===== config.mk =====
export PLATFORM = sky130hd
export DESIGN_NAME = store_lane_buffer_flat
export DESIGN_NICKNAME = d
export VERILOG_FILES = /design/src/rtl/store_lane_buffer_if.sv /design/src/rtl/store_lane_buffer.sv /design/src/flat_wrapper.sv
export SDC_FILE = /design/constraint.sdc
export NUM_CORES = 1
export LEC_CHECK = 0
export BUFFER_PORTS_ARGS = -buffer_cell sky130_fd_sc_hd__buf_2
export CORE_UTILIZATION = 30
export DETAILED_ROUTE_END_ITERATION = 10
export PLACE_DENSITY = 0.5
export SYNTH_ARGS = -nofsm -noshare
export SYNTH_HDL_FRONTEND = slang
export SYNTH_SLANG_ARGS = --single-unit

===== constraint.sdc =====
create_clock -name clk -period 5.7 [get_ports clk]
set_clock_uncertainty 0.15 [all_clocks]
set_input_delay 0.57 -clock clk [delete_from_list [all_inputs] [get_ports clk]]
set_output_delay 0.57 -clock clk [all_outputs]
set_load 0.01 [all_outputs]

===== src/rtl/store_lane_buffer_if.sv =====
// store_lane_buffer_if: M-stage store/load request and data-memory drain signals
interface store_lane_buffer_if;
    logic        st_valid;
    logic [3:0]  st_type;
    logic [31:0] st_addr;
    logic [31:0] st_data;
    logic        st_ready;
    logic        st_exc;
    logic        ld_valid;
    logic [31:0] ld_addr;
    logic        ld_hit;
    logic        mem_req;
    logic [31:0] mem_addr;
    logic [31:0] mem_wdata;
    logic [3:0]  mem_be;
    logic        mem_ack;
    modport master (
        output st_valid, st_type, st_addr, st_data, ld_valid, ld_addr, mem_ack,
        input  st_ready, st_exc, ld_hit, mem_req, mem_addr, mem_wdata, mem_be
    );
    modport slave (
        input  st_valid, st_type, st_addr, st_data, ld_valid, ld_addr, mem_ack,
        output st_ready, st_exc, ld_hit, mem_req, mem_addr, mem_wdata, mem_be
    );
endinterface


===== src/rtl/store_lane_buffer.sv =====
// store_lane_buffer: lane-encodes SW/SH/SB stores into a 2-entry FIFO drained over req/ack
module store_lane_buffer (
    input logic clk,
    input logic reset_n,
    store_lane_buffer_if.slave bus
);
    logic [1:0]  cnt;
    logic        wr_ptr, rd_ptr;
    logic [29:0] addr_q [2];
    logic [31:0] data_q [2];
    logic [3:0]  be_q [2];
    logic [1:0]  a;
    logic        is_sw, is_sh, is_sb, legal, mis, push, pop, v0, v1;
    logic [3:0]  enc_be;
    logic [31:0] enc_data;
    logic        unused_ld_lsb;
    assign unused_ld_lsb = &{1'b0, bus.ld_addr[1:0]};
    always_comb begin
        a        = bus.st_addr[1:0];
        is_sw    = bus.st_type == 4'b0000;
        is_sb    = bus.st_type == 4'b0001;
        is_sh    = bus.st_type == 4'b0010;
        legal    = is_sw | is_sb | is_sh;
        mis      = (is_sw & (a != 2'b00)) | (is_sh & a[0]);
        enc_be   = is_sw ? 4'hf : is_sh ? (a[1] ? 4'hc : 4'h3) : 4'b0001 << a;
        enc_data = is_sw ? bus.st_data : is_sh ? {2{bus.st_data[15:0]}} : {4{bus.st_data[7:0]}};
        push     = bus.st_valid & bus.st_ready & legal & !mis;
        pop      = bus.mem_req & bus.mem_ack;
        // slot validity comes from count/rd_ptr so stale slots never match
        v0       = (cnt == 2'd2) | ((cnt == 2'd1) & !rd_ptr);
        v1       = (cnt == 2'd2) | ((cnt == 2'd1) & rd_ptr);
    end
    assign bus.st_exc    = bus.st_valid & legal & mis;
    assign bus.st_ready  = cnt != 2'd2;
    assign bus.mem_req   = cnt != 2'd0;
    assign bus.mem_addr  = {addr_q[rd_ptr], 2'b00};
    assign bus.mem_wdata = data_q[rd_ptr];
    assign bus.mem_be    = be_q[rd_ptr];
    assign bus.ld_hit    = bus.ld_valid & ((v0 & (addr_q[0] == bus.ld_addr[31:2])) |
                                           (v1 & (addr_q[1] == bus.ld_addr[31:2])));
    always_ff @(posedge clk or negedge reset_n) begin
        if (!reset_n) begin
            cnt    <= '0;
            wr_ptr <= 1'b0;
            rd_ptr <= 1'b0;
            for (int i = 0; i < 2; i++) begin
                addr_q[i] <= '0;
                data_q[i] <= '0;
                be_q[i]   <= '0;
            end
        end else begin
            if (push) begin
                addr_q[wr_ptr] <= bus.st_addr[31:2];
                data_q[wr_ptr] <= enc_data;
                be_q[wr_ptr]   <= enc_be;
                wr_ptr         <= !wr_ptr;
            end
            if (pop) rd_ptr <= !rd_ptr;
            cnt <= cnt + 2'(push) - 2'(pop);
        end
    end
endmodule


===== src/flat_wrapper.sv =====
// flat-port wrapper written by rule: the top's interface ports become plain ports
module store_lane_buffer_flat 
  (clk, reset_n, bus_st_valid, bus_st_type, bus_st_addr, bus_st_data, bus_ld_valid, bus_ld_addr, bus_mem_ack, bus_st_ready, bus_st_exc, bus_ld_hit, bus_mem_req, bus_mem_addr, bus_mem_wdata, bus_mem_be);
  store_lane_buffer_if bus_i ();
  input logic clk;
  input logic reset_n;
  input wire logic [$bits(bus_i.st_valid)-1:0] bus_st_valid;
  input wire logic [$bits(bus_i.st_type)-1:0] bus_st_type;
  input wire logic [$bits(bus_i.st_addr)-1:0] bus_st_addr;
  input wire logic [$bits(bus_i.st_data)-1:0] bus_st_data;
  input wire logic [$bits(bus_i.ld_valid)-1:0] bus_ld_valid;
  input wire logic [$bits(bus_i.ld_addr)-1:0] bus_ld_addr;
  input wire logic [$bits(bus_i.mem_ack)-1:0] bus_mem_ack;
  output wire logic [$bits(bus_i.st_ready)-1:0] bus_st_ready;
  output wire logic [$bits(bus_i.st_exc)-1:0] bus_st_exc;
  output wire logic [$bits(bus_i.ld_hit)-1:0] bus_ld_hit;
  output wire logic [$bits(bus_i.mem_req)-1:0] bus_mem_req;
  output wire logic [$bits(bus_i.mem_addr)-1:0] bus_mem_addr;
  output wire logic [$bits(bus_i.mem_wdata)-1:0] bus_mem_wdata;
  output wire logic [$bits(bus_i.mem_be)-1:0] bus_mem_be;
  assign bus_i.st_valid = bus_st_valid;
  assign bus_i.st_type = bus_st_type;
  assign bus_i.st_addr = bus_st_addr;
  assign bus_i.st_data = bus_st_data;
  assign bus_i.ld_valid = bus_ld_valid;
  assign bus_i.ld_addr = bus_ld_addr;
  assign bus_i.mem_ack = bus_mem_ack;
  assign bus_st_ready = bus_i.st_ready;
  assign bus_st_exc = bus_i.st_exc;
  assign bus_ld_hit = bus_i.ld_hit;
  assign bus_mem_req = bus_i.mem_req;
  assign bus_mem_addr = bus_i.mem_addr;
  assign bus_mem_wdata = bus_i.mem_wdata;
  assign bus_mem_be = bus_i.mem_be;
  store_lane_buffer u_core (.clk(clk), .reset_n(reset_n), .bus(bus_i));
endmodule

* Word level (Yosys, flattened, before mapping)
Cells that the tools add are included.
** Word-level totals
- Register bits :: 136
- Bits in latches :: 0
- Memory bits (writable) :: 0
- Memory bits (read-only) :: 0
- Input bits :: 105
- Output and inout bits :: 72
- Memories :: 0
** Operators by class
- Add/sub/neg operators :: 2
- $mul :: 0
- Divide/modulo/power cells :: 0
- Magnitude comparators :: 3
- Equal/unequal tests :: 7
- Shifts and indexed selects :: 1
- Mux-type cells :: 23
- Bitwise logic cells :: 21
- Reduce and logical (&&, ||, !) cells :: 7
** Operators by type and width (count)
- $mux 32 :: 6
- $mux 30 :: 4
- $bwmux 64 :: 1
- $bwmux 60 :: 1
- $eq 30x30->1 :: 2
- $demux 32 s1 :: 1
- $demux 30 s1 :: 1
- $mux 4 :: 7
- $and 1x1->1 :: 13
- $bwmux 8 :: 1
- $or 1x1->1 :: 6
- $demux 4 s1 :: 1
- $eq 4x1->1 const B :: 1
- $eq 4x2->1 const B :: 1
- $ge 2x2->1 const B :: 2
- $logic_not 4->1 :: 1
- $not 1->2 :: 2
- $reduce_bool 2->1 :: 2
- $shl 1x2->4 const A :: 1
- $logic_not 1->1 :: 3
- $add 2x1->2 :: 1
- $eq 2x1->1 const B :: 1
- $eq 2x2->1 const B :: 1
- $lt 2x1->1 const B :: 1
- 3 further kinds :: 3

* Longest topological paths before layout
Gate-level depths: netlist of the first run.
- Depth in word-level cells :: 7
- Depth in mapped cells :: 8

* Worst setup path before layout of the first run
OpenSTA, ideal clock, no wires.
- Kind :: register to output
- Start :: register u_core.rd_ptr
- End :: output bus_ld_hit
- Data arrival time :: 1.619 ns
- Data required time :: 4.980 ns
- Path slack :: 3.361 ns
- Cell stages (with the launch flop) :: 6
- Path buffers :: 1
- Path through :: dfrtp_1 clkbuf_1 or3_1 a2111oi_0 nand4_1 a21boi_0
** Between the ends
- Longest elaborated chain between the ends :: 6
- Elaborated cells between the ends (all ways) :: 9
- Classes of those cells :: bitwise (8); reduce/logical (1)
** Ends and longest elaborated chain
- from (decl) :: RTL line store_lane_buffer.sv:8 : logic wr_ptr, rd_ptr;
- from (signal assigned) :: RTL line store_lane_buffer.sv:58 : if (pop) rd_ptr <= !rd_ptr;
- $logic_not 1->1 :: RTL line store_lane_buffer.sv:30 : v0 = (cnt == 2'd2) | ((cnt == 2'd1) & !rd_ptr);
- $and 1x1->1 :: RTL line store_lane_buffer.sv:30
- $or 1x1->1 :: RTL line store_lane_buffer.sv:30
- $and 1x1->1 :: RTL line store_lane_buffer.sv:39 : assign bus.ld_hit = bus.ld_valid & ((v0 & (addr_q[0] == bus.ld_addr[31:2])) |
- $or 1x1->1 * :: RTL line store_lane_buffer.sv:39
- $and 1x1->1 * :: RTL line store_lane_buffer.sv:39
- to (decl) :: RTL line flat_wrapper.sv:16 : output wire logic [$bits(bus_i.ld_hit)-1:0] bus_ld_hit;
Every way passes the cells marked *; elsewhere a longest branch is shown, timed or not.

* Worst setup path in the final report of the first run
Ends and elaborated chain as after synthesis.

==> results of run 1 <==
cell usage in the layout, fill, tap and decap left out, types with 3 or more instances in the layout:
cell	netlist	layout
buf_2	8	171
mux2_2	137	137
dfrtp_1	136	135
xnor2_1	62	62
mux2_4	40	40
mux2_1	29	29
nand2_1	29	28
clkbuf_16	0	17
nand4_1	16	16
o21ai_0	10	10
mux2i_1	8	8
bufinv_16	0	4
clkinv_4	0	4
nor2_1	3	3
inv_6	0	3
buf_4	2	3
synth_stat cells, types with 2 or more instances:
library cell,count,area (um^2)
mux2_2,137,1543
dfrtp_1,136,3403
xnor2_1,62,543.0
mux2_4,40,600.6
mux2_1,29,326.6
nand2_1,29,108.9
nand4_1,16,100.1
o21ai_0,10,50.05
buf_2,8,40.04
mux2i_1,8,80.08
buf_6,6,67.56
buf_1,5,18.77
buf_8,4,60.06
clkbuf_1,3,11.26
nor2_1,3,11.26
a2111oi_0,2,17.52
buf_4,2,15.01
ha_1,2,25.02
inv_1,2,7.510
nor4_1,2,12.51
or2_2,2,12.51
or3_1,2,12.51
xor2_1,2,17.52
registers in the layout (all words and copies together), names as in the netlist:
register and flops:
u_core.addr_q 60, u_core.be_q 8, u_core.cnt 2, u_core.data_q 64
u_core.rd_ptr 1, u_core.wr_ptr 1
worst max path at each step:
stage	from	endpoint	slack (ps)	cells after the start
3_5_place_dp	bus_st_type[1]	u_core.data_q[52]$_DFFE_PN0P_	2080	7
3_3_place_gp	bus_st_type[1]	u_core.data_q[55]$_DFFE_PN0P_	2130	7
4_1_cts	u_core.rd_ptr$_DFFE_PN0P_	bus_ld_hit	2060	5
2_1_floorplan	u_core.rd_ptr$_DFFE_PN0P_	bus_ld_hit	3360	5
5_1_grt	u_core.rd_ptr$_DFFE_PN0P_	bus_ld_hit	1920	5
6_report	u_core.rd_ptr$_DFFE_PN0P_	bus_ld_hit	2140	5
layout make-up:
class	instances	area (um^2)	area share (%)
tap	319	399.1	4.472
sequential	136	3407	38.17
timing repair buffer	176	909.6	10.19
multi-input combinational	360	3565	39.94
inverter	2	7.507	0.08412
clock inverter	13	193.9	2.173
clock buffer	19	442.9	4.963
cells by family (layout without fill, tap and decap cells):
| family | count (synthesis) | after routing |
|---|---|---|
| muxes | 214 | 214 |
| and+or+nand+nor | 61 | 61 |
| other | 1 | 2 |
| xor gates and xnor gates | 64 | 64 |
| DFF | 136 | 136 |
| buffers and inverters | 30 | 210 |
| AOI/OAI and AO/OA | 17 | 17 |
| adders and majority gates | 2 | 2 |
routing by layer:
| metal | GRT usage, % | share of wire [%] |
|---|---|---|
| met5 | 0 | 0.14 |
| met4 | 4.388 | 1.1 |
| met3 | 5.760 | 7.7 |
| met2 | 27.27 | 49 |
| met1 | 19.65 | 42 |
power groups by stage:
| stage | registers (mW) | logic, mW | clock network, mW |
|---|---|---|---|
| floorplan | 1.69 | 1.44 | 0 |
| global placement | 1.86 | 1.96 | 0 |
| detailed placement | 1.90 | 1.99 | 0 |
| CTS | 1.88 | 2.00 | 1.22 |
| global route | 1.96 | 2.13 | 1.27 |
| finish | 1.88 | 1.96 | 1.19 |
metrics by stage:
stage / cell area, um^2 / worst slack (ps) / hold WS (ps) / std cells / util [%]
floorplan: 7181 / 3361 / 124.4 / 526 / -
global placement: 8288 / 2132 / 319.5 / 993 / 35.31
detailed placement: 8288 / 2078 / 325.2 / 993 / 35.31
CTS: 8925 / 2062 / 0.06695 / 1025 / 38.02
global route: 8925 / 1915 / 10.20 / 1025 / 38.02
finish: 8925 / 2142 / -29.91 / 1025 / 38.02
==> out/metrics.cfg, run 1 <==
[logic_synthesis]
synth_top_family_by_area = multiplexers
post_synth_xor_area_fraction_pct = 7.810
post_synthesis_mean_instance_area_um2 = 13.67
synth_cells = 525
ys_ff_latch = 136
synth-main-ff-cell = dfrtp_1
synth-warning-count = 0
number_of_flops_mapped_to_enable_cells_by_yosys = 0
synth_area_in_simple_gates_pct = 4.358
post_synthesis_share_of_cell_area_spent_on_full_adders_half_adders_and_majority_gates_pct = 0.3487
synth_async_sr_flop_share_pct = 100.0
muxShareOfSynthArea_pct = 35.53
syn_area_um2 = 7177
ys_types = 36
synth_seq_area_share_pct = 47.42
synth_compound_gate_area_share_pct = 1.412

[timing]
max-slew-margin-rel_pct = 26.60
final.period_utilization_pct = 62.42
setup_violations = 0
finalCriticalPeriod_ps = 3558
tns_ps = 0
minimum_hold_slack_ps = -29.91
grt_setup_unrepaired = no
worst_pin_slew_ps = 1099
achievable-frequency_mhz = 281.0
final-max-slew-violation-count = 0
timing.final.hold_violations = 12

[power]
power.static_leakage_nw = 4.148
p_int_mw = 3.353
power_switching_mw = 1.682
seq_power_share_pct = 37.4
vdd_ir_drop_max_mv = 0.2250
power_switching_share_pct = 33.41
power_density_nw_per_um2 = 564.2
comb_power_share_pct = 38.9
power_mw = 5.035
pwr-share-clk_pct = 23.7

[cells_and_area]
flow.area_growth_from_synthesis_pct = 24.35
n_fill_cell = 2308
diodes = 0
num-nets-final = 800
final_layout_size_suffix_gt1_share_pct = 55.24

[setup_path]
critical_path.top_delay_family = flip-flops
rr_endpoint = u_core.data_q[52]$_DFFE_PN0P_
r2r_setup_slack_ps = 2670
worst-r2r-cell-count = 6
critical_path.slowest_cell = dfrtp_4
timing.critical_path.to_type = output port
worst-setup-path-type = reg -> out
timing.critical_path.required_ps = 4980
cpPeakStageDelay_ps = 1120
worstSetupStartpointType = flip-flop
critical_path_peak_fanout = 69
series_of_cell_instances_along_the_critical_path = nand3b_1 -> a2111oi_0 -> nand4_1 -> a21boi_0 -> buf_2
arr_time_crit_path_ps = 2840
cp_num_buf_inv = 1
rr_startpoint = u_core.cnt[0]$_DFF_PN0_

[detailed_routing]
post-route-drc-count = 0
post_drt_wl_per_cell_um = 18.79
drtAntennaViolNets = 0
detail_route.first_pass.iterations = 4
drt_iter0_markers = 201
drt_wl_total_mm = 19.26
route.vias.total = 4781
routed_via_density = 4.664

[status]
run_status = finished, violations left
failed_checks = hold timing

[floorplanning]
fp.dieArea_um2 = 24550
die_w_um = 156.7
initial_core_util_pct = 30.58
core_area_um2 = 23470
die_height_um = 156.7
io-pin-count = 177
std_cell_rows = 56

[grt]
global_route_wire_length_before_repair_mm = 29.69
antenna_found_initial = 3
number_of_global_route_vias_before_repair = 5207
grt_overflow = 0
pin_count_of_the_biggest_net_entering_global_routing = 76
grt.total_usage_pct = 16.27

[cts]
clkTransAtPathRegs_ps = 60
post_cts_hold_buffer_count = 0
cts_inserted_buffers = 17
cts-resized-gates = 0
htree_levels = 4
cts_sinks = 136
worst_skew_pair.late_latency_ps = 410
postCtsSetupBuffers = 0
root_buffer = clkbuf_16
cts_tree = built
buffer_levels_on_the_longest_clock_path = 2

[min_path]
min_path_type = in -> async

[placement]
port_bufs = 172
gp_routability_congestion = 0.8361
detailedPlacementHpwl_mm = 13.48

[run]
max_cap_violations = 0

Note: power is estimated with default switching activity, not from simulation.
==> run 2: changes to the inputs <==
Clock period 5.7 ns to 3.4 ns, I/O delays scaled along.
==> run 2 against run 1 <==
Effect of this change:
- the run now ends clean
- highest routed layer is now met4
- cell area rose by 1.8%
- critical endpoint unchanged
- combinational power rose by 77%
- critical path type unchanged
- largest cell class unchanged
- non-clock buffer count is 21 higher
==> out/metrics.cfg, run 2 (synthesis results as in run 1) <==
[status]
run_status = complete, no violations

[cells_and_area]
largest_register_ff_count = 64
most-common-layout-cells = buf_2, mux2_2, dfrtp_1
registers.top_by_ff_count = u_core.data_q
reg.largest.list = u_core.data_q (64), u_core.addr_q (60), u_core.be_q (8)
finish.cell_count_without_fillers = 1048
flow.area_growth_from_synthesis_pct = 26.55
final_common_cell = buf_2
num-nets-final = 821
final_layout_size_suffix_gt1_share_pct = 54.61

[setup_path]
critical_path_peak_fanout = 16
critical_path.top_delay_family = compound AO/OA/AOI/OAI gates
crit_start = u_core.rd_ptr$_DFFE_PN0P_
timing.critical_path.required_ps = 2910
rr_startpoint = u_core.cnt[0]$_DFF_PN0_
series_of_cell_instances_along_the_critical_path = or3_1 -> a2111oi_0 -> nand4_1 -> a21boi_0 -> buf_2
cpPeakStageDelay_ps = 590
critical_path_depth_in_cells = 5
worst-setup-path-type = reg -> out
cp_num_buf_inv = 1
critical_path.slowest_cell = dfrtp_4
arr_time_crit_path_ps = 2430
timing.critical_path.to_type = output port
worst-r2r-cell-count = 6
worstSetupStartpointType = flip-flop

[grt]
grt.total_usage_pct = 16.46
global_route_wire_length_before_repair_mm = 30.17
grt_overflow = 0
antenna_found_initial = 1
pin_count_of_the_biggest_net_entering_global_routing = 89
number_of_global_route_vias_before_repair = 5324

[timing]
grt_setup_unrepaired = no
max-slew-margin-rel_pct = 41.60
finalCriticalPeriod_ps = 2919
timing.final.hold_violations = 0
final-max-slew-violation-count = 0
final.period_utilization_pct = 85.85
setup_violations = 0
worst_pin_slew_ps = 875.9
achievable-frequency_mhz = 342.6
tns_ps = 0

[detailed_routing]
drt_iter0_markers = 220
detail_route.first_pass.iterations = 4
route.vias.total = 4815
routed_via_density = 4.594
drt_wl_total_mm = 19.38
drtAntennaViolNets = 0
post-route-drc-count = 0
post_drt_wl_per_cell_um = 18.49

[floorplanning]
std_cell_rows = 56
core_area_um2 = 23470
io-pin-count = 177
die_height_um = 156.7
initial_core_util_pct = 30.58
fp.dieArea_um2 = 24550
die_w_um = 156.7

[cts]
cts_inserted_buffers = 17
clkTransAtPathRegs_ps = 60
buffer_levels_on_the_longest_clock_path = 2
root_buffer = clkbuf_16
cts_tree = built
worst_skew_pair.late_latency_ps = 410
cts_sinks = 136
htree_levels = 4

[placement]
gp_routability_congestion = 0.7921
port_bufs = 172
place_inst = 999
detailedPlacementHpwl_mm = 13.70

[power]
vdd_ir_drop_max_mv = 0.3554
power_density_nw_per_um2 = 919.0
power.static_leakage_nw = 4.215

[min_path]
start_point_of_the_worst_hold_path = bus_st_addr[3]
hold_depth = 2
min_path_type = in -> reg

[run]
max_cap_violations = 0

## run 2: final cells by class
cell class	count	area [um^2]
multi-input cells	360	3565
clock buffers	17	425.4
clock inverters	15	156.4
fillers	2285	14390
diodes	2	5.005
repair buffers	197	1117
inverters	2	7.507
flip-flops and latches	136	3407
well taps	319	399.1
## run 2: final timing paths
path | to | slack [ps]
worst max register to register | u_core.data_q[63]$_DFFE_PN0P_ | 1190
max in group asynchronous | u_core.addr_q[31]$_DFFE_PN0P_ | 1840
worst min-delay path | u_core.addr_q[1]$_DFFE_PN0P_ | 10
worst min register to register | u_core.be_q[0]$_DFFE_PN0P_ | 340
min in group asynchronous | u_core.addr_q[13]$_DFFE_PN0P_ | 400
worst max-delay path | bus_ld_hit | 480
## run 2: where the power goes
| group | leakage, nW | switching, mW | internal (mW) | total, mW |
|---|---|---|---|---|
| Combinational | 2.24 | 1.51 | 1.97 | 3.47 |
| Sequential | 1.69 | 0.605 | 2.42 | 3.02 |
| Clock | 0.283 | 0.807 | 1.04 | 1.85 |
## run 2: worst reg2reg max path, cell delays in order (launching register included)
cell and delay [ps]:
dfrtp_1 360, inv_1 70, nand2_1 200, and4b_1 380, nor2b_4 260, buf_12 280
mux2_2 410
## run 2: layer usage
metal  share of wire (%)  track usage (%)  vias up
li1                    -                -     2244
met1                  44            19.84     2410
met5                   0                0        -
met2                  48            27.72      149
met4                 1.1            4.762        0
met3                 7.2            5.566       12
## run 2: stage by stage
step / power [mW] / worst slack, ps / hold slack [ps] / cell area [um^2] / utilization, %
2_1_floorplan: 5.239 / 1291 / -105.6 / 7181 / -
3_3_place_gp: 6.448 / 893.3 / 309.8 / 8346 / 35.55
3_5_place_dp: 6.545 / 824.9 / 323.1 / 8346 / 35.55
4_1_cts: 8.463 / 462.8 / 0.4010 / 9077 / 38.67
5_1_grt: 8.877 / 243.5 / 1.423 / 9077 / 38.67
6_report: 8.346 / 481.2 / 14.63 / 9082 / 38.69
## run 2: repair_timing
item | 4_1_cts | 5_1_grt
gates resized for setup | 0 | 0
buffers inserted | 0 | 0
hold buffers | 15 | 0
endpoints found under the hold margin | 102 | 0
==> run 3: changes to the inputs <==
--- a/config.mk
+++ b/config.mk
@@ -8,2 +8,3 @@
 export BUFFER_PORTS_ARGS = -buffer_cell sky130_fd_sc_hd__buf_2
+export CAP_MARGIN = 0
 export CORE_UTILIZATION = 30
==> constraint.sdc (replaced) <==
create_clock -name clk -period 3.4 [get_ports clk]
set_clock_uncertainty 0.15 [all_clocks]
set_input_delay 0.17 -clock clk [delete_from_list [all_inputs] [get_ports clk]]
set_output_delay 0.17 -clock clk [all_outputs]
set_load 0.01 [all_outputs]
==> run 3 against run 2 <==
Effect of this change:
- global-route usage is 0.39 points higher
- cell count increased by 3.7%
- critical path depth shrank 2
- power is essentially flat
- clock-buffer cell count unchanged
- sequential share of layout area decreased by 1.5 points
- cell area increased by 4.3%
- combinational power rose by 1%
- wire length is 2.1% higher
- worst hold slack improved by 14 ps
- worst setup slack better by 210 ps
- register-to-register slack got worse by 250 ps
- critical path type unchanged
- largest cell class unchanged
- largest power group unchanged
- highest routed layer unchanged
==> out/metrics.cfg, run 3 (synthesis results as in run 1) <==
[cts]
buffer_levels_on_the_longest_clock_path = 2
cts-resized-gates = 0
postCtsSetupBuffers = 0
cts_tree = built
worst_skew_pair.late_latency_ps = 410
clkTransAtPathRegs_ps = 60
cts_inserted_buffers = 17
cts_sinks = 136
root_buffer = clkbuf_16
htree_levels = 4

[cells_and_area]
num-nets-final = 860
registers.top_by_ff_count = u_core.data_q
finish.cell_count_without_fillers = 1087
flow.area_growth_from_synthesis_pct = 31.94
final_common_cell = buf_2
reg.largest.list = u_core.data_q (64), u_core.addr_q (60), u_core.be_q (8)
largest_register_ff_count = 64
most-common-layout-cells = buf_2, mux2_2, dfrtp_1
final_layout_size_suffix_gt1_share_pct = 51.70

[timing]
tns_ps = 0
worst_pin_slew_ps = 849.4
grt_setup_unrepaired = no
setup_violations = 0
max-slew-margin-rel_pct = 43.38
final-max-slew-violation-count = 0
finalCriticalPeriod_ps = 2709
achievable-frequency_mhz = 369.2
minimum_hold_slack_ps = 28.36
final.period_utilization_pct = 79.67
timing.final.hold_violations = 0

[grt]
antenna_found_initial = 1
grt.total_usage_pct = 16.85
pin_count_of_the_biggest_net_entering_global_routing = 84
number_of_global_route_vias_before_repair = 5467
grt_overflow = 0
global_route_wire_length_before_repair_mm = 30.69

[detailed_routing]
drt_iter0_markers = 154
detail_route.first_pass.iterations = 4
routed_via_density = 4.603
post_drt_wl_per_cell_um = 18.19
drtAntennaViolNets = 0
drt_wl_total_mm = 19.78
post-route-drc-count = 0
route.vias.total = 5003

[setup_path]
arr_time_crit_path_ps = 2390
series_of_cell_instances_along_the_critical_path = buf_4 -> mux2_2 -> buf_2
worst-setup-path-type = reg -> out
timing.critical_path.required_ps = 3080
critical_path.slowest_cell = buf_4
worstSetupStartpointType = flip-flop
critical_path_peak_fanout = 52
timing.critical_path.to_type = output port
cpPeakStageDelay_ps = 740

[run]
max_cap_violations = 0

[power]
power_switching_share_pct = 35.42
p_int_mw = 5.391
comb_power_share_pct = 42.2
power_switching_mw = 2.958
power.static_leakage_nw = 4.374
vdd_ir_drop_max_mv = 0.3421
power_density_nw_per_um2 = 881.7
pwr-share-clk_pct = 21.6
seq_power_share_pct = 36.2

[placement]
place_inst = 998
port_bufs = 172
detailedPlacementHpwl_mm = 13.75
gp_routability_congestion = 0.8330

[floorplanning]
die_height_um = 156.7
std_cell_rows = 56
die_w_um = 156.7
fp.dieArea_um2 = 24550
initial_core_util_pct = 30.58
core_area_um2 = 23470
io-pin-count = 177

[min_path]
min_path_type = in -> reg

[status]
run_status = complete, no violations

## run 3: area by class of cell
type                       instances  area [um^2]
fill                            2229        14000
multi-input combinational        360         3565
sequential                       136         3407
timing repair buffer             236         1510
clock buffer                      17        425.4
tap                              319        399.1
clock inverter                    15        150.1
inverter                           2        7.507
antenna                            2        5.005
## run 3: final timing paths
path                                                from                            end  slack (ps)  depth (start not counted)
min in group asynchronous                        reset_n  u_core.addr_q[42]$_DFFE_PN0P_         220                          2
max                            u_core.rd_ptr$_DFFE_PN0P_              bus_mem_wdata[14]         690                          3
max in group asynchronous                        reset_n  u_core.addr_q[31]$_DFFE_PN0P_        2070                          3
min reg2reg                u_core.data_q[28]$_DFFE_PN0P_  u_core.data_q[28]$_DFFE_PN0P_         340                          1
max reg2reg                      u_core.cnt[1]$_DFF_PN0_  u_core.addr_q[30]$_DFFE_PN0P_         940                          5
min                                       bus_st_addr[1]     u_core.be_q[2]$_DFFE_PN0P_          30                          3
## run 3: critical path: cells and delay by family, from the launching register on
kind | cells | cell delay [ps]
buffers and inverters | 2 | 890
flip-flops | 1 | 600
multiplexers | 1 | 460
## run 3: stage by stage
| stage | setup slack [ps] | util [%] | total power, mW | instance area (um^2) |
|---|---|---|---|---|
| after floorplan | 1461 | - | 5.239 | 7181 |
| after global placement | 839.1 | 35.52 | 6.447 | 8338 |
| after detailed placement | 812.5 | 35.52 | 6.555 | 8338 |
| after CTS | 646.3 | 40.32 | 8.477 | 9464 |
| after global routing | 539.2 | 40.32 | 8.905 | 9464 |
| final | 691.4 | 40.34 | 8.349 | 9469 |
## run 3: routing by layer
layer  part of all wire, %  wire length [um]  global-route usage [%]  vias to the layer above
met2                    49              9633                   29.00                      148
met4                   1.7               331                   5.509                        0
met1                    43              8511                   19.92                     2510
met5                     0                 0                       0                        -
li1                      -                 -                       -                     2327
met3                   6.6              1299                   5.123                       18
## run 3: power groups by stage
stage | Clock, mW | Sequential, mW | Combinational, mW
6_report | 1.81 | 3.02 | 3.52
5_1_grt | 1.94 | 3.14 | 3.83
3_3_place_gp | 0 | 2.98 | 3.47
4_1_cts | 1.86 | 3.02 | 3.59
2_1_floorplan | 0 | 2.83 | 2.41
3_5_place_dp | 0 | 3.04 | 3.51
## run 3: timing repair
item                                   4_1_cts  5_1_grt
endpoints found under the hold margin      187        0
hold buffers                                55        0
setup endpoints to repair                    0        0
